[config.mk]
export PLATFORM = sky130hd
export DESIGN_NAME = dma_priority_timing
export DESIGN_NICKNAME = d
export VERILOG_FILES = /design/src/rtl/dma_priority_timing.sv
export SDC_FILE = /design/constraint.sdc
export NUM_CORES = 1
export LEC_CHECK = 0
export CAP_MARGIN = 0
export CORE_MARGIN = 1.5
export CORE_UTILIZATION = 66
export CTS_CLUSTER_SIZE = 40
export DETAILED_ROUTE_END_ITERATION = 8
export DONT_BUFFER_PORTS = 1
export GPL_ROUTABILITY_DRIVEN = 0
export PLACE_DENSITY = 0.87
export SYNTH_ARGS = -nofsm -noshare
export SYNTH_HDL_FRONTEND = slang
export SYNTH_SLANG_ARGS = --single-unit
[constraint.sdc]
create_clock -name CLK -period 3.9 [get_ports CLK]
set_input_delay 0.78 -clock CLK [delete_from_list [all_inputs] [get_ports CLK]]
set_output_delay 0.78 -clock CLK [all_outputs]
set_load 0.005 [all_outputs]
[src/rtl/dma_priority_timing.sv]
// ============================================================================
// Module      : dma_priority_timing
// Description : DMA channel arbiter and single-transfer bus timing FSM (SI, S0-S4)
// Revision    : 1.0 - initial release
// ============================================================================
`default_nettype none

module dma_priority_timing #(
    parameter int CHANNELS = 4      // only 4 channels are supported
) (
    input  logic                    CLK,
    input  logic                    RESET_N,
    input  logic [CHANNELS-1:0]     DREQ,
    input  logic                    HLDA,
    input  logic                    EOP_N,
    input  logic [7:0]              commandReg,
    input  logic [2*CHANNELS-1:0]   modeTransfer,
    input  logic [CHANNELS-1:0]     terminalCount,
    output logic                    HRQ,
    output logic [CHANNELS-1:0]     DACK,
    output logic                    AEN,
    output logic                    ADSTB,
    output logic                    MEMR_N,
    output logic                    MEMW_N,
    output logic                    IOR_N,
    output logic                    IOW_N,
    output logic                    programCondition,
    output logic                    loadAddr,
    output logic                    updateCurrentAddressReg,
    output logic                    updateCurrentWordCountReg,
    output logic                    intEOP
);

    localparam int c_chanWidth = $clog2(CHANNELS);

    typedef enum logic [2:0] {
        SI = 3'd0,
        S0 = 3'd1,
        S1 = 3'd2,
        S2 = 3'd3,
        S3 = 3'd4,
        S4 = 3'd5
    } state_t;

    state_t                   r_state;
    state_t                   w_nextState;
    logic [c_chanWidth-1:0]   r_channel;
    logic [c_chanWidth-1:0]   r_prioPtr;
    logic                     r_eopSeen;

    logic                     w_anyReq;
    logic                     w_disable;
    logic                     w_rotate;
    logic [c_chanWidth-1:0]   w_base;
    logic [c_chanWidth-1:0]   w_candIdx;
    logic [c_chanWidth-1:0]   w_grantIdx;
    logic                     w_found;
    logic                     w_eopEvent;
    logic [1:0]               w_mode;
    logic                     w_unusedCmdBits;

    assign w_anyReq        = |DREQ;
    assign w_disable       = commandReg[2];
    assign w_rotate        = commandReg[4];
    assign w_mode          = modeTransfer[{r_channel, 1'b0} +: 2];
    assign w_eopEvent      = !EOP_N || ((r_state == S3) && terminalCount[r_channel]);
    assign w_unusedCmdBits = ^{commandReg[7:5], commandReg[3], commandReg[1:0]};

    // Search starts at the pointer (rotating) or ch0 (fixed); index wraps modulo 4.
    always_comb begin
        w_base     = w_rotate ? r_prioPtr : '0;
        w_grantIdx = '0;
        w_candIdx  = '0;
        w_found    = 1'b0;
        for (int k = 0; k < CHANNELS; k++) begin
            w_candIdx = w_base + k[c_chanWidth-1:0];
            if (!w_found && DREQ[w_candIdx]) begin
                w_grantIdx = w_candIdx;
                w_found    = 1'b1;
            end
        end
    end

    // A request that vanishes in S0 wins over a simultaneous grant: nothing to service.
    always_comb begin
        w_nextState = r_state;
        case (r_state)
            SI: if (w_anyReq && !w_disable) w_nextState = S0;
            S0: begin
                if (!w_anyReq)  w_nextState = SI;
                else if (HLDA)  w_nextState = S1;
            end
            S1:      w_nextState = HLDA ? S2 : SI;
            S2:      w_nextState = HLDA ? S3 : SI;
            S3:      w_nextState = HLDA ? S4 : SI;
            S4:      w_nextState = SI;
            default: w_nextState = SI;
        endcase
    end

    always_ff @(posedge CLK or negedge RESET_N) begin
        if (!RESET_N) begin
            r_state   <= SI;
            r_channel <= '0;
            r_prioPtr <= '0;
            r_eopSeen <= 1'b0;
        end else begin
            r_state <= w_nextState;
            if ((r_state == S0) && (w_nextState == S1))
                r_channel <= w_grantIdx;
            // Rotation only on a completed transfer; aborts leave the pointer alone.
            if ((r_state == S4) && w_rotate)
                r_prioPtr <= r_channel + 1'b1;
            case (r_state)
                S2, S3:  r_eopSeen <= r_eopSeen | w_eopEvent;
                S4:      r_eopSeen <= r_eopSeen;
                default: r_eopSeen <= 1'b0;
            endcase
        end
    end

    always_comb begin
        HRQ                       = 1'b0;
        DACK                      = '0;
        AEN                       = 1'b0;
        ADSTB                     = 1'b0;
        MEMR_N                    = 1'b1;
        MEMW_N                    = 1'b1;
        IOR_N                     = 1'b1;
        IOW_N                     = 1'b1;
        programCondition          = 1'b0;
        loadAddr                  = 1'b0;
        updateCurrentAddressReg   = 1'b0;
        updateCurrentWordCountReg = 1'b0;
        intEOP                    = 1'b0;
        case (r_state)
            SI: programCondition = 1'b1;
            S0: HRQ = 1'b1;
            S1: begin
                HRQ             = 1'b1;
                AEN             = 1'b1;
                ADSTB           = 1'b1;
                loadAddr        = 1'b1;
                DACK[r_channel] = 1'b1;
            end
            S2, S3: begin
                HRQ             = 1'b1;
                AEN             = 1'b1;
                DACK[r_channel] = 1'b1;
                if (w_mode == 2'b10) begin
                    MEMR_N = 1'b0;
                    IOW_N  = 1'b0;
                end else if (w_mode == 2'b01) begin
                    IOR_N  = 1'b0;
                    MEMW_N = 1'b0;
                end
            end
            S4: begin
                HRQ                       = 1'b1;
                AEN                       = 1'b1;
                DACK[r_channel]           = 1'b1;
                updateCurrentAddressReg   = 1'b1;
                updateCurrentWordCountReg = 1'b1;
                intEOP                    = r_eopSeen;
            end
            default: programCondition = 1'b1;
        endcase
    end

endmodule

`default_nettype wire

==> results_dict.tcl <==
set metrics [dict create \
    remaining_drc_errors 0 \
    synth.distinct_cells 41 \
    crit_buf_inv 1 \
    start_util_pct 69.4 \
    syn_area_um2 892 \
    synth-async-reset-ratio_pct 100 \
    h-tree-depth 1 \
    wl_per_cell_um 14.7 \
    route.vias.total 753 \
    critical-path-top-delay-family "multiplexers" \
    fmax_ghz 0.433 \
    min_period_ps 2310 \
    wl_mm 1.68 \
    die_h_um 39.8 \
    finClkSkew_ps 4.66 \
    synthToLayoutAreaGrowth_pct -3.23 \
    clk_latency_ps 250 \
    hold_ws_ps 216 \
    setup_viol 0 \
    ant_nets 0 \
    seq_area_frac_synth_pct 22.4 \
    cts.clk_slew.worst_paths_ps 50 \
    io_pins 44 \
    total_power_uw 493 \
    port_buffers 0 \
    drive_gt1_share_pct 11.1 \
    slew_headroom_pct 57.4 \
    cts_inserted_buffers 3 \
    cts_hold_buffers 0 \
    grt_max_degree 13 \
    pre_cts_slack_ps 1670 \
    place_area_um2 841 \
    drt-vias-per-instance 6.61 \
    cp-end-kind "output pin" \
    critPathLaunch "r_channel[0]" \
    syn_area_per_cell_um2 8.26 \
    yosys_warnings 0 \
    worstPathMaxFanout 8 \
    seq_power_share_pct 38.0 \
    synthCells 108 \
    gr-total-overflow 0 \
    fin_cells 114 \
    internal-power_uw 277 \
    p_comb_share_pct 49.3 \
    hold_viol 0 \
    drt-initial-drc-count 16 \
    grt_pass1_vias 611 \
    leakagePower_nw 0.392 \
    antenna_cells 0 \
    synth_seq_cells 8 \
    synthFlopType "dfrtp_1" \
    setup_ws_ps 1590 \
    tns_ps 0 \
    clk_path_buf_depth 2 \
    grt_usage_pct 23.5 \
    pwr-share-clk_pct 12.7 \
    postCtsSetupRepairBufs 0 \
    status "completed" \
    crit_type "flip-flop to output pin" \
    synth_edf_count 0 \
    peakVddDrop_mv 0.293 \
    min_path_type "primary input to async pin" \
    utilization_pct 67.2 \
    p_per_area_nw_per_um2 571 \
    die_area_um2 1580 \
    maxCapViolCount 0 \
    drtPass1Iterations 4 \
    cts-root-buf "clkbuf_4" \
    slowest_stage "mux4_2" \
    cts_tree "done" \
    dieWidth_um 39.8 \
    dp_cells 111 \
    netSwitchingFraction_pct 43.9 \
    core-area_um2 1280 \
    num-nets-final 133 \
    dp_hpwl_mm 1.34 \
    clock-sinks 8 \
    cp_cell_sequence "mux4_2, inv_1, nand3_1" \
    antenna_found_initial 0 \
    rows 13 \
    start_kind "flip-flop" \
    cp_data_arrival_time_ps 1530 \
    synth_fp_nets 140 \
    timing.rr.start "r_prioPtr[0]" \
    worstMarginPinSlew_ps 634 \
    required_ps 3120 \
    slew_viol_final 0 \
    cts-resized-gates 0 \
    cpPeakStageDelay_ps 560 \
    fin_crit_sh_pct 59.3 \
    final_cell_area_um2 863 \
    fillers 116 \
    grt_pass1_wl_mm 2.50 \
    p_sw_uw 216 \
    rsz0062_at_grt "no" \
]
worst paths after layout:
| check | slack, ps | cells after the start | endpoint |
|---|---|---|---|
| min reg2reg | 580 | 2 | r_eopSeen |
| min in group CLK | 580 | 2 | r_eopSeen |
| max | 1590 | 3 | IOW_N |
| max in group asynchronous | 3610 | 0 | r_channel[0] |
| max reg2reg | 1960 | 5 | r_channel[1] |
| min | 220 | 0 | r_state[2] |
synth_stat cells, types with 2 or more instances:
cell type / number / area share [%]
inv_1: 9 / 3.8
clkbuf_1: 5 / 2.1
and2_1: 7 / 4.9
buf_4: 4 / 3.4
buf_2: 2 / 1.1
o21ai_0: 5 / 2.8
mux4_2: 4 / 10
nor3b_1: 4 / 3.4
nor3_1: 3 / 1.7
dfrtp_1: 8 / 22
nand3_1: 3 / 1.7
xor2_1: 2 / 2.0
ha_1: 4 / 5.6
nand2_1: 11 / 4.6
mux2i_1: 2 / 2.2
nor2_1: 6 / 2.5
a21oi_1: 5 / 2.8
worst register-to-register path, stage by stage, from the launching register on:
cell      delay, ps
dfrtp_1         520
mux2_4          340
a222oi_1        420
and2b_1         210
a221oi_1         90
a311oi_1        260
area by class of cell:
cell class / count / area [um^2] / share of cell area, %
inverter: 9 / 33.8 / 3.91
sequential: 8 / 200 / 23.2
multi-input combinational: 79 / 588 / 68.1
clock buffer: 3 / 22.5 / 2.61
tap: 15 / 18.8 / 2.17
per-layer routing:
layer / share of wire [%] / vias to the layer above / GRT usage (%)
met3: 8.9 / 5 / 5.11
met5: 0 / - / 0
met1: 41 / 337 / 30.2
li1: - / 367 / -
met2: 49 / 44 / 38.9
met4: 1.6 / 0 / 6.90
sequential cells by signal, summed over array words and instances (netlist names):
register   cells
r_eopSeen      1
r_state        3
r_prioPtr      2
r_channel      2
placed cells by master, fill, tap and decap left out, drive strengths merged, types with 2 or more instances in the layout:
| cell | synthesis | final |
|---|---|---|
| inv | 9 | 9 |
| mux2i | 2 | 2 |
| xor2 | 2 | 2 |
| clkbuf | 5 | 3 |
| and2 | 7 | 7 |
| nor3 | 3 | 3 |
| dfrtp | 8 | 8 |
| nor3b | 4 | 4 |
| nand2 | 11 | 11 |
| a21oi | 5 | 5 |
| mux2 | 2 | 2 |
| nor2 | 6 | 6 |
| nand3 | 3 | 3 |
| mux4 | 4 | 4 |
| o21ai | 6 | 6 |
| ha | 4 | 4 |
power by group through the flow:
stage,Combinational [mW],Sequential [mW],Clock [mW]
final,0.243,0.188,0.0625
after global routing,0.287,0.199,0.0705
after CTS,0.245,0.187,0.0641
after detailed placement,0.243,0.189,0
after global placement,0.236,0.186,0
after floorplan,0.280,0.135,0
cells by family (layout without fill, tap and decap cells):
kind of cell / Yosys count / in the layout / share of synthesized area (%)
XOR/XNOR: 2 / 2 / 1.96
multiplexers: 8 / 8 / 15.3
AO/OA/AOI/OAI: 24 / 24 / 18.2
adder cells (fa/ha/maj): 4 / 4 / 5.61
buffers and inverters: 21 / 12 / 11.6
AND/OR/NAND/NOR: 41 / 41 / 24.8
flip-flops: 8 / 8 / 22.4
Power figures use the tool's default switching activity.
